$ cat config.mk
export PLATFORM = sky130hd
export DESIGN_NAME = wb_master_port_flat
export DESIGN_NICKNAME = d
export VERILOG_FILES = /design/src/rtl/wb_master_port_if.sv /design/src/rtl/wb_master_port.sv /design/src/flat_wrapper.sv
export SDC_FILE = /design/constraint.sdc
export NUM_CORES = 1
export LEC_CHECK = 0
export CORE_UTILIZATION = 40
export CTS_BUF_LIST = sky130_fd_sc_hd__clkbuf_4 sky130_fd_sc_hd__clkbuf_8
export DETAILED_ROUTE_END_ITERATION = 8
export PLACE_DENSITY = 0.79
export SLEW_MARGIN = 20
export SYNTH_ARGS = -nofsm -noshare
export SYNTH_HDL_FRONTEND = slang
export SYNTH_SLANG_ARGS = --single-unit
$ cat constraint.sdc
create_clock -name clk_i -period 3.5 [get_ports clk_i]
set_input_delay 0.7 -clock clk_i [delete_from_list [all_inputs] [get_ports clk_i]]
set_output_delay 0.7 -clock clk_i [all_outputs]
set_load 0.01 [all_outputs]
$ cat src/rtl/wb_master_port_if.sv
// Bundle of CPU request/response and Wishbone signals for wb_master_port.
// master: the initiator side (wb_master_port); slave: the CPU + bus side.
interface wb_master_port_if #(
    parameter int ADDR_WIDTH = 32,
    parameter int DATA_WIDTH = 32
);
    // CPU request / response
    logic                    req_valid_i;
    logic                    req_ready_o;
    logic                    req_we_i;
    logic [ADDR_WIDTH-1:0]   req_addr_i;
    logic [DATA_WIDTH-1:0]   req_wdata_i;
    logic [1:0]              req_size_i;
    logic                    req_unsigned_i;
    logic                    rsp_valid_o;
    logic [DATA_WIDTH-1:0]   rsp_rdata_o;
    logic                    rsp_err_o;
    // Wishbone classic
    logic                    wb_cyc_o;
    logic                    wb_stb_o;
    logic                    wb_ack_i;
    logic [ADDR_WIDTH-1:0]   wb_adr_o;
    logic [DATA_WIDTH-1:0]   wb_dat_o;
    logic [DATA_WIDTH-1:0]   wb_dat_i;
    logic [DATA_WIDTH/8-1:0] wb_sel_o;
    logic                    wb_we_o;

    modport master (
        input  req_valid_i, req_we_i, req_addr_i, req_wdata_i, req_size_i, req_unsigned_i,
        output req_ready_o, rsp_valid_o, rsp_rdata_o, rsp_err_o,
        output wb_cyc_o, wb_stb_o, wb_adr_o, wb_dat_o, wb_sel_o, wb_we_o,
        input  wb_ack_i, wb_dat_i
    );

    modport slave (
        output req_valid_i, req_we_i, req_addr_i, req_wdata_i, req_size_i, req_unsigned_i,
        input  req_ready_o, rsp_valid_o, rsp_rdata_o, rsp_err_o,
        input  wb_cyc_o, wb_stb_o, wb_adr_o, wb_dat_o, wb_sel_o, wb_we_o,
        output wb_ack_i, wb_dat_i
    );
endinterface

$ cat src/rtl/wb_master_port.sv
// Wishbone classic initiator: turns byte/half/word load/store requests into
// word-aligned single bus cycles and returns an extended load result.
// Optional bus timeout is built when the macro WB_TIMEOUT_EN is defined.
module wb_master_port #(
    parameter int DATA_WIDTH     = 32,   // only 32 is supported
    parameter int ADDR_WIDTH     = 32,
    parameter int TIMEOUT_CYCLES = 255
) (
    input  logic              clk_i,
    input  logic              rst_i,
    wb_master_port_if.master  bus
);
    typedef enum logic [1:0] {S_IDLE, S_BUS, S_RESP} state_t;

    localparam int SEL_W = DATA_WIDTH / 8;

    state_t                  state_q, state_d;
    logic                    we_q, we_d;          // captured request direction
    logic [1:0]              lane_q, lane_d;      // captured addr[1:0]
    logic [1:0]              size_q, size_d;
    logic                    uns_q, uns_d;
    logic                    cyc_q, cyc_d;
    logic                    stb_q, stb_d;
    logic [ADDR_WIDTH-1:0]   adr_q, adr_d;
    logic [DATA_WIDTH-1:0]   wdat_q, wdat_d;
    logic [SEL_W-1:0]        sel_q, sel_d;
    logic                    wbwe_q, wbwe_d;
    logic                    rsp_valid_q, rsp_valid_d;
    logic [DATA_WIDTH-1:0]   rsp_rdata_q, rsp_rdata_d;
    logic                    rsp_err_q, rsp_err_d;

`ifdef WB_TIMEOUT_EN
    localparam int CNT_W = $clog2(TIMEOUT_CYCLES + 1);
    logic [CNT_W-1:0]        cnt_q, cnt_d;
`else
    // Timeout limit is irrelevant when the bus may stall indefinitely.
    logic                    unused_timeout;
    assign unused_timeout = (TIMEOUT_CYCLES != 0);
`endif

    // Request-side decode of the incoming access
    logic                    req_illegal;
    logic [1:0]              req_lane;
    logic [SEL_W-1:0]        req_sel;
    logic [DATA_WIDTH-1:0]   req_dat;
    // Load-side lane extraction of the slave data
    logic [DATA_WIDTH-1:0]   rd_shifted;
    logic [DATA_WIDTH-1:0]   rd_ext;

    assign bus.req_ready_o = (state_q == S_IDLE);
    assign bus.wb_cyc_o    = cyc_q;
    assign bus.wb_stb_o    = stb_q;
    assign bus.wb_adr_o    = adr_q;
    assign bus.wb_dat_o    = wdat_q;
    assign bus.wb_sel_o    = sel_q;
    assign bus.wb_we_o     = wbwe_q;
    assign bus.rsp_valid_o = rsp_valid_q;
    assign bus.rsp_rdata_o = rsp_rdata_q;
    assign bus.rsp_err_o   = rsp_err_q;

    // Decode alignment, byte selects and replicated write data for a new request
    always_comb begin
        req_lane    = bus.req_addr_i[1:0];
        req_illegal = 1'b0;
        req_sel     = '0;
        req_dat     = bus.req_wdata_i;
        case (bus.req_size_i)
            2'b00: begin
                req_sel = SEL_W'(4'b0001 << req_lane);
                req_dat = {4{bus.req_wdata_i[7:0]}};
            end
            2'b01: begin
                req_illegal = req_lane[0];
                req_sel     = SEL_W'(4'b0011 << req_lane);
                req_dat     = {2{bus.req_wdata_i[15:0]}};
            end
            2'b10: begin
                req_illegal = (req_lane != 2'b00);
                req_sel     = 4'b1111;
            end
            default: req_illegal = 1'b1;
        endcase
    end

    // Move the addressed lane down to bit 0 and extend it to full width
    always_comb begin
        rd_shifted = bus.wb_dat_i >> {lane_q, 3'b000};
        rd_ext     = rd_shifted;
        case (size_q)
            2'b00:   rd_ext = uns_q ? {24'd0, rd_shifted[7:0]}
                                    : {{24{rd_shifted[7]}}, rd_shifted[7:0]};
            2'b01:   rd_ext = uns_q ? {16'd0, rd_shifted[15:0]}
                                    : {{16{rd_shifted[15]}}, rd_shifted[15:0]};
            default: rd_ext = rd_shifted;
        endcase
    end

    // Next-state and registered-output logic
    always_comb begin
        state_d     = state_q;
        we_d        = we_q;
        lane_d      = lane_q;
        size_d      = size_q;
        uns_d       = uns_q;
        cyc_d       = cyc_q;
        stb_d       = stb_q;
        adr_d       = adr_q;
        wdat_d      = wdat_q;
        sel_d       = sel_q;
        wbwe_d      = wbwe_q;
        // Response fields are a one-cycle pulse; they fall back to 0 by default.
        rsp_valid_d = 1'b0;
        rsp_rdata_d = '0;
        rsp_err_d   = 1'b0;
`ifdef WB_TIMEOUT_EN
        cnt_d       = cnt_q;
`endif
        case (state_q)
            S_IDLE: begin
                if (bus.req_valid_i) begin
                    we_d   = bus.req_we_i;
                    lane_d = req_lane;
                    size_d = bus.req_size_i;
                    uns_d  = bus.req_unsigned_i;
                    if (req_illegal) begin
                        // Rejected locally: the bus never sees this access.
                        state_d     = S_RESP;
                        rsp_valid_d = 1'b1;
                        rsp_err_d   = 1'b1;
                    end else begin
                        state_d = S_BUS;
                        cyc_d   = 1'b1;
                        stb_d   = 1'b1;
                        wbwe_d  = bus.req_we_i;
                        adr_d   = {bus.req_addr_i[ADDR_WIDTH-1:2], 2'b00};
                        sel_d   = req_sel;
                        wdat_d  = req_dat;
`ifdef WB_TIMEOUT_EN
                        cnt_d   = '0;
`endif
                    end
                end
            end
            S_BUS: begin
                if (bus.wb_ack_i) begin
                    // Ack takes priority over a coincident timeout.
                    state_d     = S_RESP;
                    cyc_d       = 1'b0;
                    stb_d       = 1'b0;
                    rsp_valid_d = 1'b1;
                    rsp_rdata_d = we_q ? '0 : rd_ext;
                end
`ifdef WB_TIMEOUT_EN
                else if (cnt_q == CNT_W'(TIMEOUT_CYCLES - 1)) begin
                    state_d     = S_RESP;
                    cyc_d       = 1'b0;
                    stb_d       = 1'b0;
                    rsp_valid_d = 1'b1;
                    rsp_err_d   = 1'b1;
                end else begin
                    cnt_d = cnt_q + 1'b1;
                end
`endif
            end
            S_RESP: begin
                state_d = S_IDLE;
            end
            default: begin
                state_d = S_IDLE;
            end
        endcase
    end

    // State and output registers; reset drops any bus cycle immediately
    always_ff @(posedge clk_i or posedge rst_i) begin
        if (rst_i) begin
            state_q     <= S_IDLE;
            we_q        <= 1'b0;
            lane_q      <= 2'b00;
            size_q      <= 2'b00;
            uns_q       <= 1'b0;
            cyc_q       <= 1'b0;
            stb_q       <= 1'b0;
            adr_q       <= '0;
            wdat_q      <= '0;
            sel_q       <= '0;
            wbwe_q      <= 1'b0;
            rsp_valid_q <= 1'b0;
            rsp_rdata_q <= '0;
            rsp_err_q   <= 1'b0;
`ifdef WB_TIMEOUT_EN
            cnt_q       <= '0;
`endif
        end else begin
            state_q     <= state_d;
            we_q        <= we_d;
            lane_q      <= lane_d;
            size_q      <= size_d;
            uns_q       <= uns_d;
            cyc_q       <= cyc_d;
            stb_q       <= stb_d;
            adr_q       <= adr_d;
            wdat_q      <= wdat_d;
            sel_q       <= sel_d;
            wbwe_q      <= wbwe_d;
            rsp_valid_q <= rsp_valid_d;
            rsp_rdata_q <= rsp_rdata_d;
            rsp_err_q   <= rsp_err_d;
`ifdef WB_TIMEOUT_EN
            cnt_q       <= cnt_d;
`endif
        end
    end
endmodule

$ cat src/flat_wrapper.sv
// flat-port wrapper written by rule: the top's interface ports become plain ports
module wb_master_port_flat 
#(
    parameter int DATA_WIDTH     = 32,                          
    parameter int ADDR_WIDTH     = 32,
    parameter int TIMEOUT_CYCLES = 255
)
  (clk_i, rst_i, bus_req_valid_i, bus_req_we_i, bus_req_addr_i, bus_req_wdata_i, bus_req_size_i, bus_req_unsigned_i, bus_req_ready_o, bus_rsp_valid_o, bus_rsp_rdata_o, bus_rsp_err_o, bus_wb_cyc_o, bus_wb_stb_o, bus_wb_adr_o, bus_wb_dat_o, bus_wb_sel_o, bus_wb_we_o, bus_wb_ack_i, bus_wb_dat_i);
  wb_master_port_if #(.ADDR_WIDTH(ADDR_WIDTH), .DATA_WIDTH(DATA_WIDTH)) bus_i ();
  input  logic clk_i;
  input  logic rst_i;
  input wire logic [$bits(bus_i.req_valid_i)-1:0] bus_req_valid_i;
  input wire logic [$bits(bus_i.req_we_i)-1:0] bus_req_we_i;
  input wire logic [$bits(bus_i.req_addr_i)-1:0] bus_req_addr_i;
  input wire logic [$bits(bus_i.req_wdata_i)-1:0] bus_req_wdata_i;
  input wire logic [$bits(bus_i.req_size_i)-1:0] bus_req_size_i;
  input wire logic [$bits(bus_i.req_unsigned_i)-1:0] bus_req_unsigned_i;
  output wire logic [$bits(bus_i.req_ready_o)-1:0] bus_req_ready_o;
  output wire logic [$bits(bus_i.rsp_valid_o)-1:0] bus_rsp_valid_o;
  output wire logic [$bits(bus_i.rsp_rdata_o)-1:0] bus_rsp_rdata_o;
  output wire logic [$bits(bus_i.rsp_err_o)-1:0] bus_rsp_err_o;
  output wire logic [$bits(bus_i.wb_cyc_o)-1:0] bus_wb_cyc_o;
  output wire logic [$bits(bus_i.wb_stb_o)-1:0] bus_wb_stb_o;
  output wire logic [$bits(bus_i.wb_adr_o)-1:0] bus_wb_adr_o;
  output wire logic [$bits(bus_i.wb_dat_o)-1:0] bus_wb_dat_o;
  output wire logic [$bits(bus_i.wb_sel_o)-1:0] bus_wb_sel_o;
  output wire logic [$bits(bus_i.wb_we_o)-1:0] bus_wb_we_o;
  input wire logic [$bits(bus_i.wb_ack_i)-1:0] bus_wb_ack_i;
  input wire logic [$bits(bus_i.wb_dat_i)-1:0] bus_wb_dat_i;
  assign bus_i.req_valid_i = bus_req_valid_i;
  assign bus_i.req_we_i = bus_req_we_i;
  assign bus_i.req_addr_i = bus_req_addr_i;
  assign bus_i.req_wdata_i = bus_req_wdata_i;
  assign bus_i.req_size_i = bus_req_size_i;
  assign bus_i.req_unsigned_i = bus_req_unsigned_i;
  assign bus_req_ready_o = bus_i.req_ready_o;
  assign bus_rsp_valid_o = bus_i.rsp_valid_o;
  assign bus_rsp_rdata_o = bus_i.rsp_rdata_o;
  assign bus_rsp_err_o = bus_i.rsp_err_o;
  assign bus_wb_cyc_o = bus_i.wb_cyc_o;
  assign bus_wb_stb_o = bus_i.wb_stb_o;
  assign bus_wb_adr_o = bus_i.wb_adr_o;
  assign bus_wb_dat_o = bus_i.wb_dat_o;
  assign bus_wb_sel_o = bus_i.wb_sel_o;
  assign bus_wb_we_o = bus_i.wb_we_o;
  assign bus_i.wb_ack_i = bus_wb_ack_i;
  assign bus_i.wb_dat_i = bus_wb_dat_i;
  wb_master_port #(.DATA_WIDTH(DATA_WIDTH), .ADDR_WIDTH(ADDR_WIDTH), .TIMEOUT_CYCLES(TIMEOUT_CYCLES)) u_core (.clk_i(clk_i), .rst_i(rst_i), .bus(bus_i));
endmodule
; ---- Word-level counts from Yosys, hierarchy flattened
; Cells that the tools add are included.
[classes]
n_eq_ne = 7
n_shift = 3
muxes = 22
n_bitwise = 1
n_reduce_logical = 9
[ops]
columns = op, count
row1 = 32-bit 2-to-1 mux, 5
row2 = 32-bit case mux with 2 select lines, 2
row3 = 32-bit by 5-bit right shift with 32-bit output, 1
row4 = 4-bit case mux with 3 select lines, 1
row5 = 1-bit 2-to-1 mux, 7
row6 = "2-bit by 1-bit equality test with 1-bit output, second input constant", 3
row7 = 2-bit zero test, 3
row8 = 2-bit 2-to-1 mux, 3
row9 = "2-bit inequality test, second input constant", 3
row10 = 1-bit case mux with 2 select lines, 2
row11 = 2-bit case mux with 2 select lines, 1
row12 = 2-bit AND reduction, 2
row13 = 4-bit AND reduction, 1
row14 = 2-bit nonzero test, 2
row15 = "1-bit by 2-bit left shift with 4-bit output, first input constant", 1
row16 = "2-bit by 2-bit left shift with 4-bit output, first input constant", 1
row17 = 1-bit case mux with 3 select lines, 1
row18 = 3-bit AND reduction, 1
row19 = "2-bit equality test, second input constant", 1
row20 = 1-bit inverter, 1
[totals]
register_bits = 110
in_bits = 104
out_inout_bits = 106
elab_cells = 55

; ---- Longest topological paths before layout
[depth]
word_depth = 6
depth_mapped = 7
mapped_depth_nobuf = 4

; ---- Worst setup path after synthesis
; Ideal clock, no wire load.
[synth_path]
path_type = input-to-reg
from = input bus_req_size_i[0]
to = register u_core.wdat_q[10], in the netlist u_core.bus.wb_dat_o[10]
setup_ns = 0.135
arrival_ns = 1.732
slack_ns = 1.633
cell_stages = 7
path_buffers = 3
path_cell_list = buf_2 -> o21a_1 -> nand3b_4 -> buf_6 -> buf_2 -> nand2_1 -> o21ai_0
[synth_between]
elab_chain_len = 4
word_cells_on_any_way = 7
[synth_rtl]
columns = element, line
row1 = "start, declared", flat_wrapper.sv:16  ; input wire logic [$bits(bus_i.req_size_i)-1:0] bus_req_size_i;
row2 = "2-bit equality test, or another cell as far along", wb_master_port.sv:67  ; case (bus.req_size_i)
row3 = 1-bit case mux with 3 select lines, wb_master_port.sv:67
row4 = 1-bit inverter (no line), n/a
row5 = 3-bit AND reduction (no line), n/a
row6 = "end signal, assigned", wb_master_port.sv:203  ; wdat_q <= wdat_d;
row7 = "end, declared", wb_master_port.sv:25  ; logic [DATA_WIDTH-1:0] wdat_q, wdat_d;
; Parallel ways exist; a longest one is shown, timed or not.
; A chain may end at the register's enable or synchronous reset.

; ---- Worst setup path after layout
[layout_path]
from = input bus_req_valid_i
to = register u_core.adr_q[13], in the netlist u_core.bus.wb_adr_o[13]
[layout_between]
elab_chain_len = 1
[layout_rtl]
columns = element, line
row1 = "start, declared", flat_wrapper.sv:12  ; input wire logic [$bits(bus_i.req_valid_i)-1:0] bus_req_valid_i;
row2 = 3-bit AND reduction (no line), n/a
row3 = "end signal, assigned", wb_master_port.sv:202  ; adr_q <= adr_d;
row4 = "end, declared", wb_master_port.sv:24  ; logic [ADDR_WIDTH-1:0] adr_q, adr_d;
; No other way between the ends.

==> results.toml <==
[run_status]
status = "finished clean"

[placement]
place_hpwl_um = 10000
gp_congestion = 0.852
place.port_buffers = 207
place_ws_ns = 0.705

[floorplanning]
initial_core_util_pct = 41.6
die_x_um = 115
die_y_um = 115
pin_count = 210
rows = 40
coreArea_um2 = 12200
die-area_um2 = 13200

[grt]
grt_pass1_wl_um = 20900
grt_pass1_vias = 4062
grtUsageMet2_pct = 33.9
grt_util_met1_pct = 26.5
busiest_layer = "met2"
antenna_found_initial = 0
use_met3_pct = 3.90
grt_max_degree = 56
overflow = 0
grt_usage_pct = 20.5

[yosys]
synth_cells = 428
ys_warn_count = 0
synth_most_common_cell = "dfrtp_1"
yosysTopAreaCellShare_pct = 54.1
yosys_register_bits = 110
avgSynthCellArea_um2 = 11.9
syn-cell-area_um2 = 5080
synthArstFlopShare_pct = 100
synthTopCellsByCount = "110 x dfrtp_1, 65 x nand2_1, 39 x mux2_4, 39 x mux2i_1, 28 x o21ai_0"
synth_edf_count = 0
synthFlopType = "dfrtp_1"
ys_top_cells_by_area = "dfrtp_1 54%, mux2_4 12%, mux2i_1 7.7%"
yosysTopAreaCell = "dfrtp_1"
yosysUniqueCellTypes = 44
ys_seq_area_share_pct = 54.1

[pwr]
p_sw_uw = 1350
switching_share_pct = 30.1
leakagePower_uw = 0.00339
p_int_uw = 3140
power_density_nw_per_um2 = 598
comb_power_share_pct = 39.7
seqPwrFrac_pct = 40.9
vdd_drop_max_mv = 0.356
clkPwrFrac_pct = 19.4

[hold_path]
hold_start = "u_core.bus.wb_dat_o[25]"
hold_path_class = "register to register"

[sta]
skew_ns = 0.0133
finalWorstSetupSlack_ns = 1.07
min_period_over_period_pct = 69.4
max_freq_ghz = 0.412
slew-limit-headroom_pct = 47.8
final.min_clock_period_ns = 2.43
finalHoldViolCount = 0
tightest_slew_ns = 0.781
rsz0062_at_grt = "no"
setup_tns_ns = 0
drv_slew = 0
final-setup-viol-count = 0

[worst_setup_path]
start_kind = "input pin"
worstSetupPathType = "input pin to register"
cp_max_fo = 22
arrival_ns = 2.68
cp.required_ns = 3.75
startpoint = "bus_req_valid_i"
end_kind = "register"
r2r_start = "u_core.lane_q[0]"

[clock_tree]
cts_tree = "yes"
hold_buffers = 0
postCtsResizedCells = 0
clockBufferDepth = 2
clockRootBuffer = "clkbuf_8"
clkTransAtPathRegs_ns = 0.09
cts_made_buffers = 9
cts.sinks = 110
clk_latency_ns = 0.37
post_cts_buffers = 0
htreeDepth = 3

[drt]
vias_per_cell = 4.94
wl_per_cell_um = 16.4
ant_nets = 0
vias = 3953
first_iter_violations = 209
first_pass_iters = 4
routed_wl_um = 13100
drc = 0

[layout]
drive_gt1_share_pct = 12.5
final_util_pct = 61.6
antenna_cells = 0
nets = 731
syn_to_final_growth_pct = 47.9

[job]
cap_viol_max_count = 0
## power by group through the flow
stage | logic [µW] | clock network (µW) | registers (µW)
2_1_floorplan | 744 | 0 | 1960
3_3_place_gp | 1750 | 0 | 1850
3_5_place_dp | 1790 | 0 | 1850
4_1_cts | 1800 | 905 | 1840
5_1_grt | 1920 | 955 | 1880
6_report | 1780 | 873 | 1840
## critical path, stage by stage
cell and delay (ns):
clkdlybuf4s50_1 0.50, nor3b_4 0.43, nand3b_4 0.36, buf_4 0.35, mux2_4 0.32
## cell usage in the layout, fill, tap and decap left out, types with 2 or more instances in the layout
cell / instances
mux2i_1: 39
buf_4: 11
nor4_1: 3
o21ai_0: 28
mux2_4: 39
nor2b_1: 11
dfrtp_1: 110
o31ai_2: 2
clkbuf_8: 12
o31ai_1: 9
a21oi_1: 24
nand2b_1: 3
nor2_1: 19
conb_1: 2
nand2_1: 65
bufinv_16: 2
a211oi_1: 15
xnor2_1: 2
a21o_1: 2
clkdlybuf4s50_1: 207
## cell families (layout without fill, tap and decap cells)
group / Yosys count / count (layout) / share of synthesized area, %
compound gates: 88 / 88 / 10.8
xor+xnor: 2 / 2 / 0.345
other cells: 1 / 2 / 0.0737
buf+inv: 34 / 237 / 4.01
simple gates: 112 / 112 / 10.6
mux: 81 / 81 / 20.1
flops: 110 / 110 / 54.1
## registers in the layout (all words and copies together), names as in the netlist, 2 cells and up
signal / count
u_core.size_q: 2
u_core.lane_q: 2
u_core.state_q: 2
u_core.bus.wb_adr_o: 30
u_core.bus.wb_sel_o: 4
u_core.bus.wb_dat_o: 32
u_core.bus.rsp_rdata_o: 32
## area by class of cell
type | instances | area (µm²)
Clock inverter | 3 | 65.1
Inverter | 2 | 11.3
Tap cell | 168 | 210
Clock buffer | 13 | 173
Sequential cell | 110 | 2750
Multi-Input combinational cell | 285 | 2130
Timing Repair Buffer | 219 | 2170
Fill cell | 992 | 4690
## metal layers
layer  up-vias  routed length (µm)
met4         0                 291
met2       142                6390
met5         -                   0
li1       1892                   -
met1      1900                5660
met3        19                 801
## final timing paths
path,cells past startpoint,slack [ns],to
max in group asynchronous,3,1.84,u_core.bus.wb_adr_o[13]
max reg2reg,4,1.41,u_core.bus.rsp_rdata_o[10]
max,5,1.07,u_core.bus.wb_adr_o[13]
min reg2reg,2,0.49,u_core.bus.wb_dat_o[25]
min,2,0.49,u_core.bus.wb_dat_o[25]
min in group asynchronous,2,0.83,u_core.size_q[1]
## per-stage QoR
step | total power, µW | instance area (µm²) | hold WS (ns) | std cells
floorplan | 2710 | 5090 | 0.461 | 429
global placement | 3600 | 7280 | 0.465 | 784
detailed placement | 3650 | 7280 | 0.474 | 784
CTS | 4540 | 7520 | 0.497 | 800
global route | 4750 | 7520 | 0.513 | 800
finish | 4490 | 7520 | 0.492 | 800
No activity file was read; power rests on OpenSTA's default activity.
